$ cat src/rtl/apb_mux_n.sv
// apb_mux_n: parametrised APB decoder/mux from one CPU master to NUM_SLV peripheral slaves.
// Optional access timeout is compiled in when APB_MUX_TIMEOUT_EN is defined.

module apb_mux_n_port #(
    parameter int                    ADDR_WIDTH = 32,
    parameter logic [ADDR_WIDTH-1:0] BASE       = '1,
    parameter logic [ADDR_WIDTH-1:0] LEN        = '1
) (
    input  logic [ADDR_WIDTH-1:0] addr_cpu,
    input  logic                  psel_cpu,
    input  logic                  enab_cpu,
    input  logic                  in_access,
    input  logic                  req,
    input  logic                  own,
    output logic                  hit,
    output logic                  psel,
    output logic                  enab,
    output logic [ADDR_WIDTH-1:0] addr
);
    assign hit  = (addr_cpu & ~LEN) == BASE;
    // In ACCESS only the latched slave is routed; in IDLE the live decode drives psel.
    assign psel = psel_cpu & (in_access ? own : req);
    assign enab = enab_cpu & in_access & own;
    assign addr = psel ? addr_cpu : '0;
endmodule

module apb_mux_n #(
    parameter int                            NUM_SLV        = 9,
    parameter int                            ADDR_WIDTH     = 32,
    parameter int                            APB_DATA_WIDTH = 32,
    parameter logic [NUM_SLV*ADDR_WIDTH-1:0] SLV_BASE       = '1,
    parameter logic [NUM_SLV*ADDR_WIDTH-1:0] SLV_LEN        = '1,
    parameter int                            TIMEOUT        = 255
) (
    input  logic                              clk,
    input  logic                              rst,
    input  logic                              apb_psel_cpu,
    input  logic                              apb_enab_cpu,
    input  logic                              apb_rw_cpu,
    input  logic [ADDR_WIDTH-1:0]             apb_addr_cpu,
    input  logic [APB_DATA_WIDTH-1:0]         apb_datai_cpu,
    output logic [APB_DATA_WIDTH-1:0]         apb_datao_cpu,
    output logic                              apb_ack_cpu,
    output logic                              apb_err_cpu,
    output logic [7:0]                        apb_err_cnt,
    output logic [NUM_SLV-1:0]                apb_req,
    output logic [NUM_SLV-1:0]                apb_psel,
    output logic [NUM_SLV-1:0]                apb_enab,
    output logic                              apb_rw,
    output logic [APB_DATA_WIDTH-1:0]         apb_datai,
    output logic [NUM_SLV*ADDR_WIDTH-1:0]     apb_addr,
    input  logic [NUM_SLV*APB_DATA_WIDTH-1:0] apb_datao,
    input  logic [NUM_SLV-1:0]                apb_ack
);
    localparam int IDX_W = (NUM_SLV > 1) ? $clog2(NUM_SLV) : 1;

    typedef enum logic {IDLE, ACCESS} state_t;

    state_t                                 state;
    logic [IDX_W-1:0]                       sel_idx;
    logic                                   unmapped;
    logic [NUM_SLV-1:0]                     hit;
    logic [NUM_SLV-1:0]                     sel_oh;
    logic [IDX_W-1:0]                       hit_idx;
    logic [NUM_SLV-1:0][ADDR_WIDTH-1:0]     slv_addr;
    logic [NUM_SLV-1:0][APB_DATA_WIDTH-1:0] slv_rdata;
    logic [APB_DATA_WIDTH-1:0]              rdata_sel;
    logic                                   in_access;
    logic                                   slv_ack;
    logic                                   to_hit;

    // Reset forces IDLE behaviour on the outputs even before the state register clears.
    assign in_access = (state == ACCESS) && !rst;

    // Lowest set bit wins on overlapping windows.
    assign apb_req   = hit & (~hit + NUM_SLV'(1));
    assign apb_rw    = apb_rw_cpu;
    assign apb_datai = apb_datai_cpu;
    assign apb_addr  = slv_addr;
    assign slv_rdata = apb_datao;
    assign slv_ack   = |(apb_ack & sel_oh);

    for (genvar i = 0; i < NUM_SLV; i++) begin : g_slv
        assign sel_oh[i] = !unmapped && (sel_idx == IDX_W'(i));

        apb_mux_n_port #(
            .ADDR_WIDTH (ADDR_WIDTH),
            .BASE       (SLV_BASE[i*ADDR_WIDTH +: ADDR_WIDTH]),
            .LEN        (SLV_LEN[i*ADDR_WIDTH +: ADDR_WIDTH])
        ) u_port (
            .addr_cpu  (apb_addr_cpu),
            .psel_cpu  (apb_psel_cpu),
            .enab_cpu  (apb_enab_cpu),
            .in_access (in_access),
            .req       (apb_req[i]),
            .own       (sel_oh[i]),
            .hit       (hit[i]),
            .psel      (apb_psel[i]),
            .enab      (apb_enab[i]),
            .addr      (slv_addr[i])
        );
    end

    always_comb begin
        hit_idx = '0;
        for (int i = NUM_SLV - 1; i >= 0; i--)
            if (hit[i]) hit_idx = IDX_W'(i);
    end

    always_comb begin
        rdata_sel = '0;
        for (int i = 0; i < NUM_SLV; i++)
            if (sel_oh[i]) rdata_sel = slv_rdata[i];
    end

`ifdef APB_MUX_TIMEOUT_EN
    logic [15:0] to_cnt;
    assign to_hit = (to_cnt == 16'(TIMEOUT));
`else
    logic unused_timeout;
    assign to_hit         = 1'b0;
    assign unused_timeout = (TIMEOUT != 0);
`endif

    // A slave ack in the timeout cycle takes precedence over the timeout error.
    always_comb begin
        apb_ack_cpu   = 1'b0;
        apb_err_cpu   = 1'b0;
        apb_datao_cpu = '0;
        if (!in_access) begin
            if (apb_enab_cpu) begin
                apb_ack_cpu = 1'b1;
                apb_err_cpu = 1'b1;
            end
        end else if (!apb_psel_cpu) begin
            apb_ack_cpu = 1'b0;
        end else if (unmapped) begin
            apb_ack_cpu = 1'b1;
            apb_err_cpu = 1'b1;
        end else if (slv_ack) begin
            apb_ack_cpu   = 1'b1;
            apb_datao_cpu = rdata_sel;
        end else if (to_hit) begin
            apb_ack_cpu = 1'b1;
            apb_err_cpu = 1'b1;
        end
    end

    always_ff @(posedge clk) begin
        if (rst) begin
            state       <= IDLE;
            sel_idx     <= '0;
            unmapped    <= 1'b0;
            apb_err_cnt <= 8'd0;
`ifdef APB_MUX_TIMEOUT_EN
            to_cnt      <= 16'd0;
`endif
        end else begin
            if (apb_ack_cpu && apb_err_cpu && apb_err_cnt != 8'hFF)
                apb_err_cnt <= apb_err_cnt + 8'd1;
            case (state)
                IDLE: begin
                    if (apb_psel_cpu && !apb_enab_cpu) begin
                        state    <= ACCESS;
                        sel_idx  <= hit_idx;
                        unmapped <= ~|hit;
`ifdef APB_MUX_TIMEOUT_EN
                        to_cnt   <= 16'd0;
`endif
                    end
                end
                ACCESS: begin
                    if (apb_ack_cpu || !apb_psel_cpu)
                        state <= IDLE;
`ifdef APB_MUX_TIMEOUT_EN
                    if (!apb_ack_cpu)
                        to_cnt <= to_cnt + 16'd1;
`endif
                end
                default: state <= IDLE;
            endcase
        end
    end
endmodule

$ cat config.mk
export PLATFORM = sky130hd
export DESIGN_NAME = apb_mux_n
export DESIGN_NICKNAME = d
export VERILOG_FILES = /design/src/rtl/apb_mux_n.sv
export SDC_FILE = /design/constraint.sdc
export NUM_CORES = 1
export LEC_CHECK = 0
export CORE_AREA = 2 2 292 294
export DETAILED_ROUTE_END_ITERATION = 7
export DIE_AREA = 0 0 294 296
export GPL_TIMING_DRIVEN = 0
export PLACE_DENSITY = 0.35
export SETUP_SLACK_MARGIN = 0.2
export SKIP_LAST_GASP = 1
export SLEW_MARGIN = 20
export SYNTH_ARGS = -nofsm -noshare
export SYNTH_HDL_FRONTEND = slang
export SYNTH_SLANG_ARGS = --single-unit
$ cat constraint.sdc
create_clock -name clk -period 2.8 [get_ports clk]
set_input_delay 0.56 -clock clk [delete_from_list [all_inputs] [get_ports clk]]
set_output_delay 0.56 -clock clk [all_outputs]
set_load 0.005 [all_outputs]
==> results of run 1 <==
[synthesized netlist by cell type, drive strengths merged, types with 2 or more instances]
cell type	instances
buf	319
and3	35
and2	33
clkbuf	10
dfxtp	10
a31oi	5
a311oi	4
inv	4
a21oi	3
nand2	3
nand2b	3
nor2	3
nor3	3
a211oi	2
a21boi	2
and4	2
mux2	2
[routing by layer]
| layer | share of wire | GRT usage | up-vias |
|---|---|---|---|
| li1 | - | - | 1806 |
| met1 | 0.34 | 0.02820 | 1310 |
| met2 | 0.50 | 0.05304 | 339 |
| met3 | 0.16 | 0.009143 | 3 |
| met4 | 0.0015 | 0.001493 | 0 |
| met5 | 0 | 0 | - |
[kinds of logic after synthesis]
logic type                 after synthesis  synth area share
other                                    1          0.001112
and+or+nand+nor                         85            0.1577
adders and majority gates                1          0.003710
muxes                                    3           0.01076
DFF                                     10           0.05937
AOI/OAI and AO/OA                       19           0.04192
buffers and inverters                  333            0.7254
[worst max path at each step]
stage | slack [ns] | from | cells past startpoint | endpoint
after floorplan | 0.81 | rst | 5 | apb_datao_cpu[10]
after global placement | -0.95 | rst | 7 | apb_addr[8]
after detailed placement | -1.00 | rst | 7 | apb_addr[9]
final | 0.31 | rst | 9 | apb_datao_cpu[13]
after global routing | 0.20 | rst | 9 | apb_datao_cpu[8]
after CTS | 0.11 | rst | 10 | apb_addr[9]
[stage by stage]
step	hold slack (ns)	power, uW	area, um2	setup TNS (ns)
after CTS	0.5353	1071	7959	0
final	0.5473	1082	7928	0
after floorplan	0.4821	598.1	4423	0
after global routing	0.5926	1173	7920	0
after detailed placement	0.5204	798.0	7559	-51.02
after global placement	0.5146	798.4	7559	-49.97
[worst max-delay path: stages]
cell and delay (ns):
buf_4 0.13, nand2b_4 0.15, nor3_4 0.14, buf_12 0.13, buf_16 0.13, clkbuf_16 0.14
buf_6 0.11, and3_1 0.14, dlygate4sd2_1 0.26
[flip-flops by register name, summed over array words and instances (netlist names)]
register     count
unmapped         1
apb_err_cnt      8
state            1
[cells in the final DEF, fill, tap and decap left out, types with 6 or more instances in the layout]
cell	netlist	routed
clkdlybuf4s50_1	0	107
clkbuf_2	0	15
buf_4	316	330
dfxtp_1	10	10
and3_1	35	29
clkbuf_16	0	8
and2_1	33	32
and3_4	0	6
conb_1	1	281
buf_2	2	6
dlygate4sd2_1	0	44
buf_6	1	6
[repair_timing]
| action | in CTS | in global routing |
|---|---|---|
| pin swaps | 3 | 1 |
| gates cloned | 2 | 0 |
| setup endpoints to repair | 67 | 31 |
| setup buffers | 20 | 1 |
| gates resized for setup | 151 | 34 |
[area by class of cell]
class	instances	area share
sequential	10	0.02525
inverter	4	0.001894
antenna	3	0.0009470
buffer	329	0.3234
timing repair buffer	200	0.2374
clock buffer	3	0.009470
tap	1090	0.1720
multi-input combinational	389	0.2296
[power groups by stage]
stage	clock network [uW]	registers [uW]	logic [uW]
after detailed placement	0	159	639
after floorplan	0	156	442
after CTS	257	157	657
after global placement	0	159	639
final	250	157	675
after global routing	271	158	744
==> key figures, run 1 <==
Status
  • Outcome: finished clean

Cells and area
  • Multi-input gate area: 0.001821 mm2
  • Layout cell share with drive strength beyond 1: 0.4171
  • Post-Layout Cell Count: 2,028
  • # fillers: 9,867
  • Sequential Area: 200.2 um2
  • Area growth from synthesis to layout: 135.1%
  • Layout Nets: 1,304
  • Final core area utilization: 0.09414

STA
  • Final Cycle Share: 0.8900
  • Highest clock rate: 401.3 MHz
  • Final setup viols: 0
  • Final worst slack: 0.3081 ns
  • Unrepaired setup endpoints after global routing: no
  • Min Tclk post-route: 2.492 ns
  • Max-slew headroom: 0.6606
  • Final hold viol count: 0
  • Clock skew: 0.004268 ns
  • Worst-Margin Slew: 0.5091 ns
  • Pins over their slew limit: 0

Worst setup path
  • Flop-to-flop setup slack: 1.10 ns
  • CP required: 2.24 ns
  • CP Class: input port to output pin
  • Reg-to-Reg Start: state
  • Crit path max fanout: 8
  • Crit path capture type: output pin
  • Crit Reg-Reg Endpoint: apb_err_cnt[0]
  • FF-to-FF path depth: 5
  • Critical Path AT: 1.93 ns
  • Startpoint types: input port

Power
  • Seq pwr share: 0.145
  • Switching pwr: 304.2 uW
  • Cell Int Power: 777.3 uW
  • Peak supply drop: 0.1557 mV
  • Pleak: 0.004266 uW
  • Logic pwr share: 0.624
  • Sw frac: 0.2813
  • Pwr/cell area: 136.4 mW/mm2
  • Clock group share of total power: 0.231

Floorplanning
  • Die Y: 296 um
  • Row Count: 107
  • Die area: 0.08702 mm2
  • Die X: 294 um
  • Initial Util: 0.04004
  • Core Region: 0.08421 mm2
  • # IOs: 756

Logic synthesis
  • Area of the mapped netlist: 0.003372 mm2
  • Synthesis-stage register bit count: 10
  • Synth top area share: 0.7035
  • Post-synth EDFFs: 0
  • Syn avg cell area: 7.460 um2
  • Area leader, netlist: buf_4
  • Post-synthesis sequential area ratio: 0.05937
  • Synth async-reset ratio: 0
  • Synth Instances: 452
  • Synth warn: 0
  • Yosys cell types: 32
  • Area contributors post-synth: buf_4 70%, and3_1 6.5%, and2_1 6.1%
  • Main flop type after synthesis: dfxtp_1

Worst hold path
  • Min-Delay Startpoint: state
  • Hold Crit Class: register to register
  • Worst Hold Depth: 1
  • WHS Endpoint: state

Detailed routing
  • Routed Wire Length: 13.95 mm
  • DRC viols: 0
  • Vias: 3,458
  • DR pass1 iterations: 4
  • DR vias/cell: 1.705
  • Routed Antenna Nets: 0
  • Post-DR wirelength/cell: 6.878 um
  • Initial DRC count: 55

Placed design
  • Placement Setup Slack: -1.001 ns
  • Dpl hpwl: 12.15 mm
  • Port bufs: 177
  • RePlAce Congestion: 0.6555
  • Placed insts: 1,999

Clock network
  • CTS tree: yes
  • Bufs on Longest Clock Path: 2
  • CTS buffer count: 3
  • Num Clock Sinks: 10
  • CTS root buf: clkbuf_16
  • Hold buffers post-CTS: 0
  • Clk Latency, worst-skew pair: 0.24 ns
  • H-Tree Depth: 1
  • CTS clk-pin slew, worst paths: 0.04 ns

Job
  • Max-cap viol count: 0

Global routing
  • Initial antenna violation count: 4
  • Global-route wire length before repair: 17.27 mm
  • Number of global-route vias before repair: 2,741
  • Largest net degree at the start of global routing: 11
  • Tot GR Track Use: 0.02680
  • Gr ovfl total: 0
No activity file was read; power rests on OpenSTA's default activity.
==> run 2, diff against run 1 <==
SLEW_MARGIN = 5   (was 20)
==> results of run 2 <==
The final DEF is identical to that of run 1; final timing and power are the same.
==> run 3, diff against run 2 <==
RECOVER_POWER = 100   (was not set)
==> run 3 against run 2 <==
  * Sequential cell count stayed put
  * Non-clock buffer count did not move
  * Clock power about the same
  * Critical path type unchanged
  * Critical path depth is 3 lower
  * Register-to-register slack hardly changed
  * Global-route usage stayed put
  * Total power down 1.5%
  * Sequential share of layout area about the same
  * Highest routed layer unchanged
  * Utilization is 0.11 points lower
==> key figures, run 3 (synthesis results as in run 1) <==
Placed design
  • RePlAce Congestion: 0.6555
  • Placement Setup Slack: -1.001 ns
  • DP Area: 0.007559 mm2
  • Port bufs: 177
  • Dpl hpwl: 12.15 mm

Clock network
  • CTS root buf: clkbuf_16
  • Clk Latency, worst-skew pair: 0.24 ns
  • CTS tree: yes
  • H-Tree Depth: 1
  • CTS buffer count: 3
  • Hold buffers post-CTS: 0
  • Bufs on Longest Clock Path: 2
  • Num Clock Sinks: 10
  • CTS clk-pin slew, worst paths: 0.04 ns

Cells and area
  • Top Registers: apb_err_cnt: 8 flops, state: 1 flops, unmapped: 1 flops
  • Register name with the most flops: apb_err_cnt
  • Sequential Area: 200.2 um2
  • Final Cell Area: 0.007834 mm2
  • # fillers: 9,882
  • Commonest cells after routing, fill and taps aside: 325 x buf_4, 281 x conb_1, 65 x clkdlybuf4s50_1, 44 x dlygate4sd2_1, 42 x dlygate4sd3_1
  • Area growth from synthesis to layout: 132.3%
  • Layout cell share with drive strength beyond 1: 0.3979
  • Multi-input gate area: 0.001809 mm2
  • Max reg flops: 8
  • Layout Nets: 1,304
  • Most common cell after layout, fill and taps aside: buf_4

Worst setup path
  • CP required: 2.24 ns
  • CP Class: input port to output pin
  • Flop-to-flop setup slack: 1.11 ns
  • Startpoint types: input port
  • Critical Path AT: 2.02 ns
  • Crit path max fanout: 10
  • Reg-to-Reg Start: state
  • Crit path capture type: output pin
  • Crit path launch: apb_enab_cpu
  • Crit Reg-Reg Endpoint: apb_err_cnt[0]
  • FF-to-FF path depth: 5

Floorplanning
  • Core Region: 0.08421 mm2
  • Die Y: 296 um
  • Die X: 294 um
  • # IOs: 756
  • Die area: 0.08702 mm2
  • Initial Util: 0.04004
  • Row Count: 107

STA
  • Max-slew headroom: 0.6635
  • Final Cycle Share: 0.9214
  • Fin Hold WS: 0.5446 ns
  • Unrepaired setup endpoints after global routing: no
  • Pins over their slew limit: 0
  • Clock skew: 0.004983 ns
  • Final setup viols: 0
  • Final hold viol count: 0
  • Worst-Margin Slew: 0.5048 ns
  • Min Tclk post-route: 2.580 ns
  • Setup TNS: 0 ns
  • Highest clock rate: 387.6 MHz
  • Final worst slack: 0.2200 ns

Power
  • Sw frac: 0.2843
  • Clock group share of total power: 0.235
  • Pleak: 0.004227 uW
  • Pwr/cell area: 136.0 mW/mm2
  • Seq pwr share: 0.147
  • Switching pwr: 303.0 uW
  • Logic pwr share: 0.617
  • Cell Int Power: 762.8 uW
  • Power Total: 1066 uW
  • Peak supply drop: 0.1558 mV

Worst hold path
  • WHS Endpoint: apb_err_cnt[7]
  • Min-Delay Startpoint: apb_err_cnt[7]
  • Worst Hold Depth: 1
  • Hold Crit Class: register to register

Detailed routing
  • DR vias/cell: 1.708
  • M1 WL: 4.762 mm
  • DR pass1 iterations: 4
  • Initial DRC count: 55
  • Met3 wire len: 2.195 mm
  • Routed Antenna Nets: 0
  • Routed Wire Length: 13.97 mm
  • Vias: 3,462
  • DRC viols: 0
  • Post-DR wirelength/cell: 6.889 um
  • Met2 wire length: 6.985 mm
  • Max Used Layer: met4

Status
  • Outcome: finished clean

Global routing
  • Number of global-route vias before repair: 2,741
  • Largest net degree at the start of global routing: 11
  • Initial antenna violation count: 5
  • Global-route wire length before repair: 17.27 mm
  • Gr ovfl total: 0
  • Tot GR Track Use: 0.02680

Job
  • Max-cap viol count: 0
## run 3: cell type report
class / count / share of cell area
well taps: 1090 / 0.1741
clock buffers: 3 / 0.009583
diodes: 2 / 0.0006389
repair buffers: 200 / 0.2327
plain buffers: 329 / 0.3245
multi-input cells: 389 / 0.2310
inverters: 4 / 0.001917
flip-flops and latches: 10 / 0.02556
## run 3: stage by stage
| step | util | cells |
|---|---|---|
| finish | 0.09303 | 2027 |
| global route | 0.09300 | 2026 |
| CTS | 0.09451 | 2024 |
| detailed placement | 0.08976 | 1999 |
| global placement | 0.08976 | 1999 |
| floorplan | - | 732 |
## run 3: layer usage
layer | global-route usage | vias up
met5 | 0 | -
met4 | 0.001493 | 0
met3 | 0.009143 | 3
li1 | - | 1804
met1 | 0.02820 | 1314
met2 | 0.05304 | 341
## run 3: worst max-delay path: stages
cell,delay (ns)
dlygate4sd3_1,0.56
inv_1,0.06
mux2_4,0.28
inv_1,0.13
buf_6,0.17
dlygate4sd2_1,0.26
## run 3: what timing repair did
action,in CTS,in global routing
pin swaps,3,1
setup endpoints to repair,67,31
gates cloned,2,0
setup buffers,20,1
resized for setup,151,34
## run 3: power groups by stage
stage	combinational [uW]	clock, uW	sequential (uW)
detailed placement	639	0	159
CTS	657	257	157
global route	728	271	158
floorplan	442	0	156
global placement	639	0	159
finish	658	251	157
## run 3: how the worst max path moves through the flow
stage	end	slack, ns	cells past startpoint
finish	apb_err_cpu	0.22	6
global route	apb_datao_cpu[2]	0.10	11
CTS	apb_addr[9]	0.11	10
global placement	apb_addr[8]	-0.95	7
floorplan	apb_datao_cpu[10]	0.81	5
detailed placement	apb_addr[9]	-1.00	7
